==> src/rtl/spi_master.sv <==
// spi_master: single-clock SPI master issuing 10-bit command frames
// ({opcode, payload}) and capturing an 8-bit read-back on MISO.
// Keeps rd-addr/rd-data commands strictly alternating via rd_pend.
module spi_master #(
    parameter int unsigned RD_LAT = 3,
    parameter int unsigned GAP    = 2
) (
    input  logic       clk,
    input  logic       rst_n,
    input  logic       cmd_valid,
    output logic       cmd_ready,
    input  logic [9:0] cmd_word,
    output logic [7:0] rd_data,
    output logic       rd_valid,
    output logic       cmd_err,
    output logic       busy,
    output logic       SS_n,
    output logic       MOSI,
    input  logic       MISO
);

    typedef enum logic [2:0] {
        S_IDLE,
        S_ERR,
        S_START,
        S_SHIFT,
        S_HOLD,
        S_WAIT,
        S_CAPTURE,
        S_GAP
    } state_t;

    localparam logic [1:0] OP_RD_ADDR = 2'b10;
    localparam logic [1:0] OP_RD_DATA = 2'b11;
    localparam logic [3:0] WAIT_LAST  = 4'(RD_LAT - 1);
    localparam logic [3:0] GAP_LAST   = 4'(GAP - 1);

    state_t     state;
    state_t     next_state;
    logic [3:0] cnt;
    logic [9:0] sreg;
    logic [1:0] op;
    logic       rd_pend;
    logic [6:0] cap;
    logic       accept;
    logic       reject;
    logic       ss_n_d;
    logic       mosi_d;

    assign accept = cmd_valid && (state == S_IDLE);
    assign reject = ((cmd_word[9:8] == OP_RD_ADDR) &&  rd_pend) ||
                    ((cmd_word[9:8] == OP_RD_DATA) && !rd_pend);

    // State register
    always_ff @(posedge clk or negedge rst_n) begin
        if (!rst_n) begin
            state <= S_IDLE;
        end else begin
            state <= next_state;
        end
    end

    // Next-state logic: per-state dwell times are measured by cnt
    always_comb begin
        next_state = state;
        case (state)
            S_IDLE: begin
                if (accept) begin
                    next_state = reject ? S_ERR : S_START;
                end
            end
            S_ERR: begin
                next_state = S_IDLE;
            end
            S_START: begin
                if (cnt == 4'd1) begin
                    next_state = S_SHIFT;
                end
            end
            S_SHIFT: begin
                if (cnt == 4'd9) begin
                    next_state = (op == OP_RD_DATA) ? S_WAIT : S_HOLD;
                end
            end
            S_HOLD: begin
                next_state = S_GAP;
            end
            S_WAIT: begin
                if (cnt == WAIT_LAST) begin
                    next_state = S_CAPTURE;
                end
            end
            S_CAPTURE: begin
                if (cnt == 4'd7) begin
                    next_state = S_GAP;
                end
            end
            S_GAP: begin
                if (cnt == GAP_LAST) begin
                    next_state = S_IDLE;
                end
            end
            default: begin
                next_state = S_IDLE;
            end
        endcase
    end

    // Output logic: handshake flags from the current state; pin values are
    // computed from the next state so the SS_n/MOSI flops line up with it
    always_comb begin
        cmd_ready = (state == S_IDLE);
        busy      = (state != S_IDLE);
        cmd_err   = (state == S_ERR);
        ss_n_d    = 1'b1;
        mosi_d    = 1'b0;
        case (next_state)
            S_START, S_SHIFT: begin
                ss_n_d = 1'b0;
                mosi_d = (state == S_IDLE) ? cmd_word[9] : sreg[9];
            end
            S_HOLD, S_WAIT, S_CAPTURE: begin
                ss_n_d = 1'b0;
            end
            default: begin
                ss_n_d = 1'b1;
            end
        endcase
    end

    // Pin registers, dwell counter and command shift register
    always_ff @(posedge clk or negedge rst_n) begin
        if (!rst_n) begin
            SS_n <= 1'b1;
            MOSI <= 1'b0;
            cnt  <= '0;
            sreg <= '0;
            op   <= '0;
        end else begin
            SS_n <= ss_n_d;
            MOSI <= mosi_d;
            if ((next_state != state) || (state == S_IDLE)) begin
                cnt <= '0;
            end else begin
                cnt <= cnt + 4'd1;
            end
            if (accept) begin
                sreg <= cmd_word;
                op   <= cmd_word[9:8];
            end else if (next_state == S_SHIFT) begin
                // MOSI already took sreg[9] this edge; expose the next bit
                sreg <= {sreg[8:0], 1'b0};
            end
        end
    end

    // Read capture, read-valid pulse and read-ordering flag
    always_ff @(posedge clk or negedge rst_n) begin
        if (!rst_n) begin
            rd_pend  <= 1'b0;
            cap      <= '0;
            rd_data  <= '0;
            rd_valid <= 1'b0;
        end else begin
            rd_valid <= 1'b0;
            if ((state == S_HOLD) && (op == OP_RD_ADDR)) begin
                rd_pend <= 1'b1;
            end
            if (state == S_CAPTURE) begin
                cap <= {cap[5:0], MISO};
                if (cnt == 4'd7) begin
                    // rd_data only changes when a whole byte has arrived
                    rd_data  <= {cap, MISO};
                    rd_valid <= 1'b1;
                    rd_pend  <= 1'b0;
                end
            end
        end
    end

endmodule

==> config.mk <==
export PLATFORM = sky130hd
export DESIGN_NAME = spi_master
export DESIGN_NICKNAME = d
export VERILOG_FILES = /design/src/rtl/spi_master.sv
export SDC_FILE = /design/constraint.sdc
export NUM_CORES = 1
export LEC_CHECK = 0
export CAP_MARGIN = 30
export CORE_MARGIN = 8
export CORE_UTILIZATION = 30
export DETAILED_ROUTE_END_ITERATION = 10
export HOLD_SLACK_MARGIN = 0.06
export PLACE_DENSITY = 0.46
export SETUP_SLACK_MARGIN = 0.3
export SKIP_LAST_GASP = 1
export SLEW_MARGIN = 20
export SYNTH_ARGS = -nofsm -noshare
export SYNTH_HDL_FRONTEND = slang
export SYNTH_SLANG_ARGS = --single-unit
==> constraint.sdc <==
create_clock -name clk -period 3.8 [get_ports clk]
set_input_delay 0.38 -clock clk [delete_from_list [all_inputs] [get_ports clk]]
set_output_delay 0.38 -clock clk [all_outputs]
set_load 0.01 [all_outputs]
==> flow_summary.json <==
{
  "initial_core_util": 0.305,
  "critPathMaxFanout": 19,
  "crit_type": "register to register",
  "drv_slew": 0,
  "diodes": 0,
  "outcome": "complete, no violations",
  "drv_cap": 0,
  "synthToLayoutAreaGrowth_pct": 24.8,
  "postLayoutCoreUtil": 0.380,
  "crit_path_end_kind": "register",
  "startpoint_type": "register",
  "drive_gt1_frac": 0.155,
  "path_clk_slew_ps": 80,
  "die_h_um": 92.9,
  "antenna_found_initial": 0,
  "tightest_slew_ps": 879,
  "synthArstFlopShare": 1.00,
  "core_um2": 5820,
  "grt_max_degree": 39,
  "fin_crit_sh": 0.671,
  "max_freq_ghz": 0.392,
  "yosysSeqAreaShare": 0.537,
  "synth_area_um2": 1770,
  "ys_types": 35,
  "grt_pass1_vias": 1379,
  "max_slew_margin": 0.412,
  "cts_buffer_depth": 2,
  "final_common_cell": "dfrtp_1",
  "pre_cts_ws_ps": 1250,
  "required_ps": 4010,
  "drt_drc_violations_left": 0,
  "syn_area_per_cell_um2": 10.7,
  "arrival_ps": 2760,
  "worstHoldPathType": "input pin to asynchronous set/reset pin",
  "design_area_um2": 2210,
  "totalWireLength_mm": 3.67,
  "placementRows": 28,
  "cts_tree": "yes",
  "io_buffers": 27,
  "drt_iter0_markers": 63,
  "vias_per_cell": 4.71,
  "grt_pass1_wl_mm": 6.57,
  "ff_latch_area_um2": 952,
  "setup_viol": 0,
  "synth_nets": 182,
  "boundaryPins": 28,
  "ys.flop_type": "dfrtp_1",
  "synth_edf_count": 0,
  "hold_violations": 0,
  "wl_per_cell_um": 13.7,
  "multi_input_area_um2": 749,
  "finalClockSkew_ps": 5.86,
  "vias": 1263,
  "fin_nets": 209,
  "p_leak_nw": 0.953,
  "dieArea_um2": 8630,
  "grt_usage": 0.0945,
  "vdd_drop_max_uv": 247,
  "gp_congestion": 0.802,
  "layout_common_cells": "37 x dfrtp_1, 29 x nand2_1, 26 x clkdlybuf4s50_1, 16 x mux2_2, 12 x nand3_1",
  "htreeDepth": 2,
  "grt-ovfl-total": 0,
  "syn_inst": 165,
  "rsz0062_at_grt": "false",
  "die_width_um": 92.9,
  "dpl-instance-area_um2": 2090,
  "synth_seq_cells": 38,
  "drtAntennaViolNets": 0,
  "hpwlAfterDp_mm": 2.59,
  "insertion_delay_ps": 290,
  "yosys_warnings": 0,
  "setup_ws_ps": 1250,
  "finalCriticalPeriod_ps": 2550,
  "cts_root_buffer": "clkbuf_8",
  "numCtsBuffers": 5,
  "cts_setup_buffers": 0,
  "setup_tns_ps": 0,
  "drtPass1Iterations": 4,
  "nFillCells": 597,
  "p_per_area_nw_per_um2": 600,
  "numClockSinks": 38
}
layer usage:
metal | vias to the layer above | GRT usage | part of all wire
met5 | - | 0 | 0
met4 | 0 | 0.0604 | 0.024
met3 | 6 | 0.0251 | 0.049
met2 | 28 | 0.150 | 0.48
met1 | 603 | 0.111 | 0.44
li1 | 626 | - | -
flip-flops by register name, summed over array words and instances (netlist names):
register,flops
SS_n,1
rd_valid,1
sreg,10
op,2
MOSI,1
cnt,4
rd_pend,1
cap,7
state,3
rd_data,8
report_power, final:
group          total [mW]  switching (mW)  internal, mW
Sequential          0.590          0.0923         0.498
Combinational       0.451           0.250         0.201
Clock               0.287           0.140         0.146
critical path: stages, from the launching register on:
cell      delay, ps
dfrtp_1         410
inv_1            70
ha_1            180
or3b_1          350
a21boi_0        210
nor4_1          130
nor4b_4         810
nand3_1         160
o211ai_1        140
synth_stat cells (2+ instances only):
cell type,number,share of area
a21oi_1,2,0.0056
a31oi_1,2,0.0071
buf_2,2,0.0056
buf_6,2,0.013
clkbuf_1,6,0.013
dfrtp_1,37,0.52
ha_1,3,0.021
inv_1,6,0.013
mux2_2,16,0.10
nand2_1,29,0.061
nand2b_1,2,0.0071
nand3_1,12,0.034
nor2_1,6,0.013
nor3_1,6,0.017
nor3b_1,2,0.0085
nor4_1,2,0.0071
o211ai_1,9,0.038
o21ai_0,2,0.0056
xnor2_1,2,0.0099
xor2_1,2,0.0099
final timing paths:
| check | start | endpoint | slack, ps | cells past startpoint |
|---|---|---|---|---|
| max | cnt[1]$_DFF_PN0_ | sreg[3]$_DFFE_PN0P_ | 1250 | 8 |
| min | rst_n | sreg[6]$_DFFE_PN0P_ | 470 | 2 |
| max reg2reg | cnt[1]$_DFF_PN0_ | sreg[3]$_DFFE_PN0P_ | 1250 | 8 |
| min reg2reg | rd_data[7]$_DFFE_PN0P_ | rd_data[7]$_DFFE_PN0P_ | 510 | 1 |
| max in group asynchronous | rst_n | state[1]$_DFF_PN0_ | 2910 | 3 |
| min in group clk | rd_data[7]$_DFFE_PN0P_ | rd_data[7]$_DFFE_PN0P_ | 510 | 1 |
repair_timing:
item,CTS,global route
gates resized for setup,0,0
hold buffers,0,1
hold endpoints to repair,0,5
cell type report:
type / count / share of cell area
tap: 75 / 0.0424
clock buffer: 7 / 0.0390
multi-input combinational: 111 / 0.339
sequential: 38 / 0.430
inverter: 6 / 0.0102
clock inverter: 1 / 0.00226
timing repair buffer: 30 / 0.137
kinds of logic (layout without fill, tap and decap cells):
logic type | count (synthesis) | count (layout) | share of synthesized area
fa+ha+maj | 3 | 3 | 0.0212
compound gates | 23 | 23 | 0.0917
simple gates | 64 | 64 | 0.179
flops | 38 | 38 | 0.537
buf+inv | 16 | 44 | 0.0438
mux | 17 | 17 | 0.107
xor+xnor | 4 | 4 | 0.0198
metrics by stage:
step           hold slack (ps)  total power [mW]  cells
6_report                   468              1.33    268
2_1_floorplan             84.4             0.955    165
3_5_place_dp               497              1.05    258
4_1_cts                    225              1.34    266
3_3_place_gp               493              1.04    258
5_1_grt                    482              1.44    268
Power figures use the tool's default switching activity.
